===== src/rtl/count_bus_monitor_pkg.sv =====
// Shared encodings for the counter-bus reader: FSM states, terminal counts, direction.
package count_bus_monitor_pkg;

    typedef enum logic [1:0] {
        IDLE  = 2'd0,
        TRACK = 2'd1,
        HOLD  = 2'd2
    } state_t;

    localparam logic [3:0] TC_UP = 4'hF;
    localparam logic [3:0] TC_DN = 4'h0;
    localparam logic       UP    = 1'b1;

    function automatic logic is_terminal(input logic [3:0] val, input logic dir);
        return (dir == UP) ? (val == TC_UP) : (val == TC_DN);
    endfunction

endpackage


===== src/rtl/count_bus_monitor_bus_sampler.sv =====
// Two-flop synchronizer for the ripple counter bus plus a saturating stability
// counter; accept_qual marks a value that has been seen STABLE times in a row.
module bus_sampler #(
    parameter int unsigned STABLE = 2
) (
    input  logic       CLK,
    input  logic       RST,
    input  logic [3:0] cnt_in,
    input  logic       cnt_en,
    input  logic       clr,
    output logic [3:0] s2_val,
    output logic       s2_en,
    output logic       accept_qual
);
    localparam logic [2:0] STAB_MAX = 3'(STABLE);

    logic [3:0] s1_val_q, s1_val_d, s2_val_q, s2_val_d;
    logic       s1_en_q, s1_en_d, s2_en_q, s2_en_d;
    logic [2:0] stab_q, stab_d;

    always_comb begin
        s1_val_d = cnt_in;
        s2_val_d = s1_val_q;
        s1_en_d  = cnt_en;
        s2_en_d  = s1_en_q;
        stab_d   = stab_q;
        // An x/z bit makes the equality unknown, which falls into the restart branch.
        if (clr)
            stab_d = 3'd0;
        else if (s1_val_q == s2_val_q) begin
            if (stab_q < STAB_MAX)
                stab_d = stab_q + 3'd1;
        end else
            stab_d = 3'd1;
    end

    always_ff @(posedge CLK or negedge RST) begin
        if (!RST) begin
            s1_val_q <= '0;
            s2_val_q <= '0;
            s1_en_q  <= 1'b0;
            s2_en_q  <= 1'b0;
            stab_q   <= '0;
        end else begin
            s1_val_q <= s1_val_d;
            s2_val_q <= s2_val_d;
            s1_en_q  <= s1_en_d;
            s2_en_q  <= s2_en_d;
            stab_q   <= stab_d;
        end
    end

    assign s2_val      = s2_val_q;
    assign s2_en       = s2_en_q;
    assign accept_qual = (stab_q == STAB_MAX);

endmodule


===== src/rtl/count_bus_monitor.sv =====
// Reader for the 4-bit ripple up/down counter bus: accepts settled values,
// checks +/-1 steps, extends the count and reports terminal, wrap and errors.
//   state | meaning
//   IDLE  | nothing accepted since reset/CLR
//   TRACK | following the bus, steps are checked
//   HOLD  | counter disabled, count frozen until the next accept
module count_bus_monitor
    import count_bus_monitor_pkg::*;
#(
    parameter int unsigned W_EXT  = 8,
    parameter int unsigned STABLE = 2
) (
    input  logic               CLK,
    input  logic               RST,
    input  logic [3:0]         CNT_IN,
    input  logic               CNT_EN,
    input  logic               UP_DOWN,
    input  logic               CLR,
    output logic [W_EXT+3:0]   EXT_CNT,
    output logic               NEW_VAL,
    output logic               WRAP,
    output logic               Z,
    output logic               ERR,
    output logic [3:0]         ERR_CNT
);
    localparam int unsigned EXT_W = W_EXT + 4;

    logic [3:0] s2_val;
    logic       s2_en, accept_qual, accept;
    logic [3:0] step;
    logic [EXT_W-1:0] resync_cnt;

    state_t           state_q, state_d;
    logic [EXT_W-1:0] ext_cnt_q, ext_cnt_d;
    logic [3:0]       last_q, last_d, err_cnt_q, err_cnt_d;
    logic             dir_q, dir_d, new_val_q, new_val_d, wrap_q, wrap_d;
    logic             z_q, z_d, err_q, err_d;

    bus_sampler #(.STABLE(STABLE)) u_sampler (
        .CLK        (CLK),
        .RST        (RST),
        .cnt_in     (CNT_IN),
        .cnt_en     (CNT_EN),
        .clr        (CLR),
        .s2_val     (s2_val),
        .s2_en      (s2_en),
        .accept_qual(accept_qual)
    );

    assign accept     = accept_qual & s2_en & ((s2_val != last_q) | (state_q != TRACK));
    assign step       = s2_val - last_q;
    assign resync_cnt = (ext_cnt_q & ~EXT_W'(4'hF)) | EXT_W'(s2_val);

    always_comb begin
        state_d   = state_q;
        ext_cnt_d = ext_cnt_q;
        last_d    = last_q;
        dir_d     = dir_q;
        new_val_d = 1'b0;
        wrap_d    = 1'b0;
        err_d     = err_q;
        err_cnt_d = err_cnt_q;
        if (CLR) begin
            state_d   = IDLE;
            ext_cnt_d = '0;
            last_d    = '0;
        end else begin
            case (state_q)
                IDLE: if (accept) begin
                    state_d   = TRACK;
                    ext_cnt_d = EXT_W'(s2_val);
                end
                TRACK: if (!s2_en) begin
                    state_d = HOLD;
                end else if (accept) begin
                    // A direction flip re-bases the low nibble instead of checking the step.
                    if (UP_DOWN != dir_q)
                        ext_cnt_d = resync_cnt;
                    else if (UP_DOWN == UP && step == 4'd1) begin
                        ext_cnt_d = ext_cnt_q + EXT_W'(1);
                        wrap_d    = (s2_val == 4'd0);
                    end else if (UP_DOWN != UP && step == 4'hF) begin
                        ext_cnt_d = ext_cnt_q - EXT_W'(1);
                        wrap_d    = (s2_val == 4'hF);
                    end else begin
                        err_d     = 1'b1;
                        err_cnt_d = (err_cnt_q == 4'hF) ? err_cnt_q : err_cnt_q + 4'd1;
                        ext_cnt_d = resync_cnt;
                    end
                end
                HOLD: if (accept) begin
                    state_d   = TRACK;
                    ext_cnt_d = resync_cnt;
                end
                default: state_d = IDLE;
            endcase
            if (accept) begin
                new_val_d = 1'b1;
                last_d    = s2_val;
                dir_d     = UP_DOWN;
            end
        end
        z_d = (state_d == TRACK) && is_terminal(last_d, UP_DOWN);
    end

    always_ff @(posedge CLK or negedge RST) begin
        if (!RST) begin
            state_q   <= IDLE;
            ext_cnt_q <= '0;
            last_q    <= '0;
            dir_q     <= 1'b0;
            new_val_q <= 1'b0;
            wrap_q    <= 1'b0;
            z_q       <= 1'b0;
            err_q     <= 1'b0;
            err_cnt_q <= '0;
        end else begin
            state_q   <= state_d;
            ext_cnt_q <= ext_cnt_d;
            last_q    <= last_d;
            dir_q     <= dir_d;
            new_val_q <= new_val_d;
            wrap_q    <= wrap_d;
            z_q       <= z_d;
            err_q     <= err_d;
            err_cnt_q <= err_cnt_d;
        end
    end

    assign EXT_CNT = ext_cnt_q;
    assign NEW_VAL = new_val_q;
    assign WRAP    = wrap_q;
    assign Z       = z_q;
    assign ERR     = err_q;
    assign ERR_CNT = err_cnt_q;

endmodule


===== config.mk =====
export PLATFORM = sky130hd
export DESIGN_NAME = count_bus_monitor
export DESIGN_NICKNAME = d
export VERILOG_FILES = /design/src/rtl/count_bus_monitor_pkg.sv /design/src/rtl/count_bus_monitor_bus_sampler.sv /design/src/rtl/count_bus_monitor.sv
export SDC_FILE = /design/constraint.sdc
export NUM_CORES = 1
export LEC_CHECK = 0
export ABC_AREA = 1
export ABC_CLOCK_PERIOD_IN_PS = 3300
export CORE_UTILIZATION = 57
export DETAILED_ROUTE_END_ITERATION = 6
export PLACE_DENSITY_LB_ADDON = 0.25
export SYNTH_ARGS = -nofsm -noshare
export SYNTH_HDL_FRONTEND = slang
export SYNTH_SLANG_ARGS = --single-unit
export TNS_END_PERCENT = 100

===== constraint.sdc =====
create_clock -name CLK -period 3.3 [get_ports CLK]
set_input_delay 0.33 -clock CLK [delete_from_list [all_inputs] [get_ports CLK]]
set_output_delay 0.33 -clock CLK [all_outputs]
set_load 0.01 [all_outputs]

* Word level (Yosys, flattened, before mapping) *
Cells that the tools add are included.
Widths: inputs -> output; s select.

operators by class
  bitwise operators = 10
  reduce and logical (&&, ||, !) cells = 12
  equal/unequal tests = 18
  $add $sub $neg = 5
  $lt $le $gt $ge = 1
  muxes and demuxes = 28

operators by type and width
  kind                   count
  $mux 12                8
  $pmux 12 s3            1
  $eq 4x4->1 const B     4
  $add 12x1->12 const B  1
  $ne 3x3->1 const B     4
  $or 12x4->12           1
  $sub 12x1->12 const B  1
  $mux 1                 10
  $mux 3                 3
  $logic_not 4->1        2
  $mux 4                 2
  $reduce_and 8->1       1
  $reduce_and 7->1       1
  $mux 2                 3
  $not 1->1              6
  $reduce_and 5->1       1
  $add 4x1->4 const B    1
  $eq 2x1->1 const B     2
  $eq 4x1->1 const B     1
  $eq 4x4->1             1
  $ne 4x4->1             1
  $pmux 2 s2             1
  $reduce_bool 4->1      1
  $sub 4x4->4            1
  13 further kinds       16

word-level totals
  flip-flop bits (word level) = 40
  word-level logic and storage cells = 88
  output and inout bits = 20
  bits of input ports = 9

* Depth between registers and ports, before layout *
Gate-level depths: netlist of the first run.

  word-level depth = 10
  depth in mapped cells = 17
  depth with buffers taken out = 17

* Cells and area by module *
Synthesis of the first run repeated with hierarchy kept, for this count alone.

second synthesis, totals
  cell total of the unflattened synthesis = 411
  area total of the unflattened synthesis = 2,850.2 sq um

modules (own cells, without submodules)
  module             area each (sq um)  seq. area each (sq um)  cells each  instances
  count_bus_monitor  2,287.2            675.6                   346         1
  bus_sampler        563.0              325.3                   65          1

* Worst setup path before layout of the first run *
Ideal clock, no wire load.

  kind = reg-to-reg
  start point = reg u_sampler.s2_val_q[0], in the netlist u_sampler.s2_val[0]
  end point = reg ext_cnt_q[5], in the netlist EXT_CNT[5]
  path buffers = 1
  slack = 1.021 ns
  required time = 3.184 ns
  period minus slack after synthesis = 2.279 ns
  cell stages (with the launch flop) = 16
  arrival time = 2.163 ns
  setup time = 0.116 ns
  cell sequence = dfrtp_1 > inv_1 > ha_1 > inv_1 > fa_1 > nor2_1 > nand2_1 > nor2_4 > nand3_4 > buf_6 > o21ai_1 > nand3_1 > nand2_1 > nand2_1 > nand2_1 > nand2_1

on the way
  longest elaborated chain between the ends = 10
  elaborated cells between the ends (all ways) = 19
  those cells by class = add/sub (1); eq/ne (6); mux (7); bitwise (2); reduce/logical (3)

RTL lines
  what                      line                                 text
  start: declaration        count_bus_monitor_bus_sampler.sv:17  logic [3:0] s1_val_q, s1_val_d, s2_val_q, s2_val_d;
  start signal: assignment  count_bus_monitor_bus_sampler.sv:46  s2_val_q <= s2_val_d;
  $sub 4x4->4               count_bus_monitor.sv:51              assign step = s2_val - last_q;
  $eq 4x4->1                count_bus_monitor.sv:82              end else if (UP_DOWN != UP && step == 4'hF) begin
  $logic_and 1x1->1         count_bus_monitor.sv:82
  $mux 12                   count_bus_monitor.sv:82
  $mux 12                   count_bus_monitor.sv:79              else if (UP_DOWN == UP && step == 4'd1) begin
  $mux 12                   count_bus_monitor.sv:77              if (UP_DOWN != dir_q)
  $mux 12                   count_bus_monitor.sv:75              end else if (accept) begin
  $mux 12                   count_bus_monitor.sv:73              TRACK: if (!s2_en) begin
  $pmux 12 s3               count_bus_monitor.sv:68              case (state_q)
  $mux 12                   count_bus_monitor.sv:63              if (CLR) begin
  end signal: assignment    count_bus_monitor.sv:119             ext_cnt_q <= ext_cnt_d;
  end: declaration          count_bus_monitor.sv:34              logic [EXT_W-1:0] ext_cnt_q, ext_cnt_d;

Parallel ways exist; a longest one is shown, timed or not. The select of a mux whose other input is x is not followed.
A chain may end at the register's enable or synchronous reset.

* Worst setup path in the final report of the first run *
  start point = reg u_sampler.s2_val_q[0], in the netlist u_sampler.s2_val[0]
  end point = reg ext_cnt_q[11], in the netlist EXT_CNT[11]

Same word-level chain as after synthesis.

==> key figures, run 1 <==
Status
  – Run status: completed

Logic synthesis
  – Syn. warnings: 0
  – Number of flops mapped to enable cells by yosys: 0
  – Number of synthesized register bits: 40
  – Yosys top cell by area: dfrtp_1
  – Asr flop ratio synth: 1.00
  – Synth top area share: 0.356
  – Unique masters post-synth: 36
  – Mean Syn Cell Area: 7.27 sq um
  – Post-synthesis sequential area ratio: 0.356
  – Mapped Cells: 387
  – Ys flop type: dfrtp_1
  – Synth area leaders: dfrtp_1, nand2_1, inv_1, nand3_1, ha_1
  – Synthesized area: 2810 sq um
  – Syn Nets: 409

Clock network
  – CTS clk-pin slew, worst paths: 80 ps
  – CTS H-tree depth: 2
  – CTS tree: built
  – CTS root buf: clkbuf_8
  – Clock Latency Late Sink: 300 ps
  – Post-CTS Hold Buffers: 0
  – TritonCTS Sinks: 40
  – Post-CTS Setup Repair Bufs: 0
  – Post-cts resize count: 0
  – Num CTS Buffers: 5
  – Clock buffer depth: 2

Timing
  – Period utilization: 0.796
  – Final Max Tran Viols: 0
  – Final Setup Violations: 0
  – Slew margin rel.: 0.415
  – Final Hold Fails: 0
  – Clk_skew: 9.15 ps
  – Slew @ Worst Pin: 877 ps
  – Setup Total Neg Slack: 0 ps
  – Unrepaired setup endpoints after global routing: false
  – Post-layout min period: 2630 ps
  – Fmax: 381 MHz

Pwr
  – Tot Pwr: 1.02 mW
  – Gate power share: 0.104
  – P_sw: 0.263 mW
  – Cell-internal power: 0.758 mW
  – Sw frac: 0.258
  – Sequential share of power: 0.500
  – P_leak: 1.57 nW
  – Clock power frac: 0.396
  – Pwr dens: 321 nW/um^2
  – Worst VDD drop: 0.000250 V

Worst setup path
  – Slowest Stage Delay on Critical Path: 450 ps
  – Count of buffer and inverter cells on the critical path: 2
  – FF-to-FF Start: u_sampler.s2_val[0]
  – Critical path type: reg2reg
  – R2R depth: 16
  – Crit path top cell by count: nand2_1
  – CP startpoint kind: register
  – CP max stage cell: fa_1
  – CP Data Arrival Time: 2810 ps
  – Reg2reg end: EXT_CNT[11]
  – Cell Chain, Critical Path: inv_1 > ha_1 > inv_1 > fa_1 > nor2_1 > nand2_1 > nor2_4 > nand3_4 > nand2_4 > nand2_2 > nor2_4 > nand3_1 > nand2_1 > nand2_1 > nand2_1 > nand2_1
  – Worst-path fanout max: 16
  – Crit path max-delay family: simple AND/OR/NAND/NOR gates
  – Type of destination of the critical path: register
  – Reg2Reg Setup Slack: 670 ps
  – Required time of the critical path: 3490 ps

Layout
  – Non-Filler Instances: 475
  – Fin area: 3180 sq um
  – Nets@finish: 429
  – Share of layout cells above drive strength 1: 0.120
  – Sequential standard cell area: 1000 sq um
  – # fillers: 397
  – Multi-input gate area: 1520 sq um
  – Area Overhead vs Synth: 13.2%
  – Ant diodes: 0

Placement
  – GP Congestion: 0.914
  – Post-DP HPWL: 4.53 mm
  – Placed Area: 3070 sq um
  – Dpl cells: 467
  – PortBufs: 28

GRT
  – Initial antenna violation count: 0
  – Vias in the first global route: 2221
  – Largest net degree at the start of global routing: 41
  – Gr usage total: 0.255
  – Total gr overflow: 0
  – First-pass GRT wire length: 10.2 mm

Worst hold path
  – Type of the worst min-delay path: in2async

Drt
  – Detail Route Antenna Nets: 0
  – Residual DRC count: 0
  – Final WL: 6.22 mm
  – Initial drt markers: 257
  – DR vias: 2509
  – DR vias/cell: 5.28
  – DRT Pass-1 Iters: 5
  – Drt wl/cell: 13.1 microns

Die
  – Die area: 5220 sq um
  – Rows: 25
  – I/O pin count: 29
  – Core Region: 4720 sq um
  – Die Ht: 72.3 microns
  – Initial cell density of the core: 0.596
  – Chip width: 72.3 microns

Job
  – Max-cap check violation count: 0
-- power by group through the flow --
| stage | clock, mW | sequential (mW) | combinational (mW) |
|---|---|---|---|
| 4_1_cts | 0.416 | 0.510 | 0.106 |
| 5_1_grt | 0.433 | 0.512 | 0.119 |
| 3_5_place_dp | 0 | 0.520 | 0.106 |
| 3_3_place_gp | 0 | 0.520 | 0.102 |
| 6_report | 0.405 | 0.510 | 0.106 |
| 2_1_floorplan | 0 | 0.517 | 0.0703 |
-- state kept, by name (all words and copies together), names as in the netlist --
| signal | flops |
|---|---|
| NEW_VAL | 1 |
| state_q | 2 |
| ERR | 1 |
| u_sampler.stab_q | 3 |
| u_sampler.s2_val | 4 |
| Z | 1 |
| dir_q | 1 |
| u_sampler.s2_en | 1 |
| ERR_CNT | 4 |
| u_sampler.s1_en_q | 1 |
| EXT_CNT | 12 |
| WRAP | 1 |
| last_q | 4 |
| u_sampler.s1_val_q | 4 |
-- placed cells by master (no fill, tap or decap), types with 2 or more instances in the layout --
cell / n
xnor2_1: 4
nand2_2: 13
dfrtp_1: 40
nand3_1: 32
a21oi_2: 3
ha_1: 12
a21oi_1: 13
nand2_1: 116
xor2_1: 6
nand3_2: 2
o21ai_0: 4
nor3_1: 6
nor2_4: 3
inv_2: 4
or2_2: 3
nor4_1: 2
clkdlybuf4s50_1: 27
nor2_1: 30
o21ai_2: 3
inv_1: 44
nand2_4: 2
clkbuf_8: 5
nand4_1: 7
o21ai_1: 12
mux2_4: 2
-- metrics by stage --
stage	hold WS, ps	worst slack (ps)	utilization
5_1_grt	227	405	0.674
3_3_place_gp	334	791	0.651
3_5_place_dp	341	679	0.651
4_1_cts	177	680	0.674
2_1_floorplan	34.4	1020	-
6_report	142	674	0.674
-- synthesized netlist by cell type, types with 3 or more instances --
cell / number
nand4_1: 7
nand3_1: 32
nor2_1: 30
buf_4: 9
a21oi_2: 3
clkbuf_1: 3
nor2_4: 3
o21ai_0: 4
nand2_2: 13
dfrtp_1: 40
o21ai_1: 12
nor3_1: 6
inv_1: 44
inv_2: 4
o21ai_2: 3
a21oi_1: 13
xor2_1: 6
xnor2_1: 4
or2_2: 3
nand2_1: 116
ha_1: 12
-- worst max-delay path by stage --
stage / cells after the start / to / slack [ps] / from
global route: 16 / EXT_CNT[0] / 400 / u_sampler.s2_val[0]
detailed placement: 16 / EXT_CNT[5] / 680 / u_sampler.s2_val[0]
global placement: 16 / EXT_CNT[11] / 790 / u_sampler.s2_val[0]
finish: 16 / EXT_CNT[11] / 670 / u_sampler.s2_val[0]
CTS: 16 / EXT_CNT[5] / 680 / u_sampler.s2_val[0]
floorplan: 15 / EXT_CNT[5] / 1020 / u_sampler.s2_val[0]
-- per-layer routing --
layer	vias to the layer above	part of all wire	global-route usage	routed length (microns)
met1	1139	0.46	0.341	2830
li1	1256	-	-	-
met2	106	0.47	0.407	2920
met3	8	0.065	0.0569	401
met4	0	0.011	0.0893	66
met5	-	0	0	0
-- final cells by class --
cell class,count,area share
Multi-Input combinational cell,282,0.478
Inverter,50,0.0597
Clock buffer,5,0.0216
Tap cell,67,0.0263
Clock inverter,3,0.0134
Sequential cell,40,0.314
Timing Repair Buffer,28,0.0864
-- logic make-up (layout without fill, tap and decap cells) --
logic type,Yosys count,count (layout),synth area share
AND/OR/NAND/NOR,220,220,0.363
buffers and inverters,65,86,0.103
flip-flops,40,40,0.356
AO/OA/AOI/OAI,37,37,0.0760
adder cells (fa/ha/maj),13,13,0.0605
XOR/XNOR,10,10,0.0311
multiplexers,2,2,0.0107
Power figures use the tool's default switching activity.
==> inputs of run 2 (changes only) <==
- ABC_CLOCK_PERIOD_IN_PS: 3300 -> 2250
- CORE_UTILIZATION: 57 -> 52
- clock period: 3.3 -> 2.25 ns (I/O delays scaled with it)
==> run 2 against run 1 <==
Effect of this change: the run now ends with negative setup slack left; utilization grew 0.46 points; largest power group unchanged; cell count grew 5.5%; die area grew 9.3%; routed wire length grew 11%; critical path depth grew 1; register-to-register slack lost 750 ps; combinational power grew 94%; setup slack lost 750 ps; maximum frequency grew 13%; highest routed layer unchanged; clock skew shrank 1.8 ps; flip-flop and latch count is the same.
==> key figures, run 2 (synthesis gave the netlist of run 1 again) <==
Die
  – Die Ht: 75.6 microns
  – I/O pin count: 29
  – Rows: 26
  – Die area: 5710 sq um
  – Core Region: 5170 sq um
  – Chip width: 75.6 microns
  – Initial cell density of the core: 0.544

Layout
  – Fin area: 3510 sq um
  – Most common cell after layout, fill and taps aside: nand2_1
  – Non-Filler Instances: 501
  – Most frequent cells in the layout: nand2_1, dfrtp_1, inv_1, nor2_1
  – Nets@finish: 452
  – Share of layout cells above drive strength 1: 0.225
  – Area Overhead vs Synth: 24.8%
  – Ant diodes: 0
  – Max reg flops: 12

GRT
  – Largest net degree at the start of global routing: 41
  – Total gr overflow: 0
  – Vias in the first global route: 2339
  – First-pass GRT wire length: 10.9 mm
  – Initial antenna violation count: 0
  – Gr usage total: 0.258

Placement
  – Post-DP HPWL: 4.91 mm
  – Dpl cells: 489
  – Pre-CTS setup slack: -79.6 ps
  – GP Congestion: 0.882
  – PortBufs: 28
  – Placed Area: 3230 sq um

Drt
  – DR vias: 2664
  – Initial drt markers: 250
  – Detail Route Antenna Nets: 0
  – Drt wl/cell: 13.7 microns
  – Residual DRC count: 0
  – DR vias/cell: 5.32
  – DRT Pass-1 Iters: 5
  – Final WL: 6.88 mm

Timing
  – Slew margin rel.: 0.395
  – Slew @ Worst Pin: 907 ps
  – Final Setup Violations: 9
  – Post-layout min period: 2320 ps
  – Unrepaired setup endpoints after global routing: true
  – Period utilization: 1.03
  – Clk_skew: 7.37 ps
  – Fmax: 431 MHz
  – Min setup slack post-route: -71.9 ps
  – Final Max Tran Viols: 0
  – Final Hold Fails: 0

Clock network
  – CTS clk-pin slew, worst paths: 80 ps
  – TritonCTS Sinks: 40
  – Post-CTS Hold Buffers: 0
  – Num CTS Buffers: 5
  – CTS tree: built
  – CTS root buf: clkbuf_8
  – Clock buffer depth: 2
  – Clock Latency Late Sink: 300 ps
  – CTS H-tree depth: 2

Pwr
  – Worst VDD drop: 0.000358 V
  – Tot Pwr: 1.47 mW
  – Pwr dens: 417 nW/um^2
  – P_leak: 1.70 nW

Worst setup path
  – Type of destination of the critical path: register
  – CP Data Arrival Time: 2520 ps
  – Required time of the critical path: 2440 ps
  – Worst-path fanout max: 3
  – CP startpoint kind: register
  – Critical path type: reg2reg

Status
  – Failing checks: negative setup slack
  – Run status: finished with violations

Worst hold path
  – Type of the worst min-delay path: in2async

Job
  – Max-cap check violation count: 0
==> run 2: changes by cell type in the layout (fill, tap and decap cells not counted), moves of 4 or more <==
cell,delta
nand2_1,-6
nand3_2,+4
inv_1,-4
buf_4,+19
nand2_2,+4
nand3_1,-5
==> run 2: final timing paths <==
| check | from | end | slack (ps) | cells after the start |
|---|---|---|---|---|
| setup / recovery | u_sampler.s2_val[0] | EXT_CNT[8] | -70 | 17 |
| hold / removal | RST | EXT_CNT[2] | 50 | 1 |
| setup reg to reg | u_sampler.s2_val[0] | EXT_CNT[8] | -70 | 17 |
| hold reg to reg | u_sampler.s1_en_q | u_sampler.s2_en | 360 | 0 |
| max in group asynchronous | RST | last_q[0] | 1620 | 1 |
| min in group CLK | u_sampler.s1_en_q | u_sampler.s2_en | 360 | 0 |
==> run 2: routing by layer <==
metal  wire [microns]  global-route usage  share of wire  vias up
met5                0                   0              0        -
met4              154              0.0720          0.022        0
met3              312              0.0503          0.045       16
met2             3280               0.424           0.48       95
met1             3140               0.350           0.46     1246
li1                 -                   -              -     1307
==> run 2: metrics by stage <==
| stage | utilization | setup TNS (ps) | hold WS, ps |
|---|---|---|---|
| final | 0.679 | -322 | 46.4 |
| after global routing | 0.679 | -2300 | 133 |
| after CTS | 0.652 | -171 | 88.6 |
| after detailed placement | 0.625 | -521 | 347 |
| after global placement | 0.625 | -7.10 | 335 |
| after floorplan | - | 0 | -70.6 |
==> run 2: cell type report <==
class / count / area (sq um)
Inverter: 50 / 194
Timing Repair Buffer: 50 / 469
Clock buffer: 6 / 82.6
Tap cell: 70 / 87.6
Fill cell: 407 / 1660
Multi-Input combinational cell: 283 / 1660
Clock inverter: 2 / 13.8
Sequential cell: 40 / 1000
==> run 2: critical path, stage by stage, from the launching register on <==
cell and delay (ps):
dfrtp_1 390, inv_2 80, ha_4 140, inv_4 40
fa_2 530, nor2_1 40, nand2_1 90, nor2_4 70
buf_12 120, buf_6 110, nand3_2 70, nand2_2 100
nor2_2 150, nand3_1 80, nand2_1 80, nand2_1 40
nand2_1 50, nand2_1 40
==> run 2: repair_timing <==
action | in CTS | in global routing
cloned | 1 | 0
buffers inserted | 1 | 2
pin swaps | 1 | 14
gates resized for setup | 7 | 28
setup endpoints to repair | 15 | 16
==> run 2: report_power, final <==
group	internal [mW]	switching, mW	total [mW]	leakage [nW]
clock network	0.251	0.262	0.513	0.0516
registers	0.733	0.0139	0.747	0.531
logic	0.0770	0.129	0.206	1.12
==> inputs of run 3 (changes only) <==
- REMOVE_ABC_BUFFERS: unset -> 1
- SKIP_LAST_GASP: unset -> 1
==> run 3 against run 2 <==
Effect of this change: the flow still finishes with violations (negative setup slack); design area rose by 0.25%; routed wire length rose by 0.46%; register-to-register slack got worse by 70 ps; critical path type unchanged; maximum frequency fell by 2.8%; clock skew rose by 4.1 ps; sequential share of layout area fell by 0.071 points; setup slack got worse by 68 ps; cell count rose by 1.2%; sequential power barely moved; hold slack got worse by 7.3 ps.
==> key figures, run 3 (synthesis gave the netlist of run 1 again) <==
Drt
  – Met3 routed WL: 426 microns
  – Residual DRC count: 0
  – Initial drt markers: 218
  – Top sig layer: met4
  – Detail Route Antenna Nets: 0
  – Final WL: 6.92 mm
  – DR vias: 2666
  – DRT Pass-1 Iters: 5
  – Metal1 wirelength: 3.03 mm
  – DR vias/cell: 5.26
  – Drt wl/cell: 13.6 microns
  – WL met2: 3.27 mm

Timing
  – Min setup slack post-route: -139 ps
  – Fmax: 419 MHz
  – Clk_skew: 11.5 ps
  – Slew margin rel.: 0.405
  – Slew @ Worst Pin: 892 ps
  – Final Max Tran Viols: 0
  – WHS: 39.1 ps
  – Final Setup Violations: 14
  – Unrepaired setup endpoints after global routing: true
  – Post-layout min period: 2390 ps
  – Final Hold Fails: 0
  – Period utilization: 1.06
  – Setup Total Neg Slack: -1040 ps

Layout
  – Area Overhead vs Synth: 25.1%
  – Ant diodes: 0
  – Most frequent cells in the layout: nand2_1, inv_1, dfrtp_1, nand3_1, nor2_1
  – Fin area: 3520 sq um
  – Max reg flops: 12
  – # fillers: 411
  – Non-Filler Instances: 507
  – Most common cell after layout, fill and taps aside: nand2_1
  – Nets@finish: 458
  – Share of layout cells above drive strength 1: 0.222

Worst setup path
  – Reg2Reg Setup Slack: -140 ps
  – Critical path type: reg2reg
  – Type of destination of the critical path: register
  – Worst-path fanout max: 7
  – CP Data Arrival Time: 2640 ps
  – Required time of the critical path: 2500 ps
  – CP startpoint kind: register

Clock network
  – CTS root buf: clkbuf_8
  – Clock buffer depth: 2
  – Post-CTS Hold Buffers: 0
  – Num CTS Buffers: 5
  – CTS H-tree depth: 2
  – CTS tree: built
  – TritonCTS Sinks: 40
  – Clock Latency Late Sink: 300 ps
  – CTS clk-pin slew, worst paths: 90 ps

Die
  – Rows: 26
  – Core Region: 5170 sq um
  – Chip width: 75.6 microns
  – Die area: 5710 sq um
  – Die Ht: 75.6 microns
  – I/O pin count: 29
  – Initial cell density of the core: 0.544

GRT
  – Largest net degree at the start of global routing: 41
  – First-pass GRT wire length: 10.9 mm
  – Gr usage total: 0.262
  – Initial antenna violation count: 0
  – Vias in the first global route: 2338
  – Total gr overflow: 0

Placement
  – Dpl cells: 492
  – PortBufs: 28
  – Placed Area: 3240 sq um
  – GP Congestion: 0.884
  – Post-DP HPWL: 4.77 mm

Pwr
  – Pwr dens: 443 nW/um^2
  – P_leak: 1.74 nW
  – Tot Pwr: 1.56 mW
  – Worst VDD drop: 0.000411 V

Status
  – Run status: finished with violations
  – Failing checks: negative setup slack

Job
  – Max-cap check violation count: 0

Worst hold path
  – Type of the worst min-delay path: in2async
[run 3: cell count changes in the layout (fill, tap and decap cells not counted), sizes merged]
cell	previous run	this run
buf	23	29
clkinvlp	0	1
bufinv	0	1
clkinv	2	1
clkbuf	6	5
[run 3: stage by stage]
step            util  setup slack [ps]
3_3_place_gp   0.627             -56.0
6_report       0.680              -139
5_1_grt        0.680              -218
4_1_cts        0.662             -70.0
2_1_floorplan      -             -95.6
3_5_place_dp   0.627              -157
[run 3: what timing repair did]
| action | 4_1_cts | 5_1_grt |
|---|---|---|
| endpoints found under the setup margin | 16 | 18 |
| setup buffers | 3 | 3 |
| gates resized for setup | 10 | 20 |
| pin swaps | 10 | 17 |
| gates cloned | 1 | 0 |
[run 3: final timing paths]
path	cells after the start	to	startpoint
setup reg to reg	16	EXT_CNT[3]	u_sampler.s2_val[0]
hold / removal	1	WRAP	RST
hold reg to reg	0	u_sampler.s2_en	u_sampler.s1_en_q
max in group asynchronous	1	u_sampler.s1_en_q	RST
setup / recovery	16	EXT_CNT[3]	u_sampler.s2_val[0]
min in group CLK	0	u_sampler.s2_en	u_sampler.s1_en_q
[run 3: cell type report]
cell class	instances	area, sq um	area share
clock buffers	5	68.8	0.0196
clock inverters	3	46.3	0.0132
inverters	50	196	0.0558
multi-input cells	283	1620	0.461
flip-flops and latches	40	1000	0.284
well taps	70	87.6	0.0249
repair buffers	56	497	0.141
[run 3: power by group]
group          switching, mW  total (mW)  internal (mW)  leakage (nW)
logic                  0.124       0.202         0.0776          1.15
registers             0.0145       0.747          0.733         0.531
clock network          0.276       0.610          0.334        0.0548
total                  0.415        1.56           1.14          1.74
[run 3: layer usage]
layer | vias up | track usage
li1 | 1313 | -
met1 | 1206 | 0.343
met2 | 124 | 0.430
met3 | 23 | 0.0450
met4 | 0 | 0.107
met5 | - | 0
[run 3: worst max-delay path, cell delays in order, from the launching register on]
cell and delay [ps]:
dfrtp_1 400, inv_2 90, ha_4 140, inv_4 30, fa_2 410, nor2_1 100
nand2_1 90, nor2_4 180, nand3_4 160, nand2_4 150, buf_6 120, nor2_4 30
o21ai_2 150, nand2_1 60, nand2_1 80, nand2_2 60, nand2_1 70
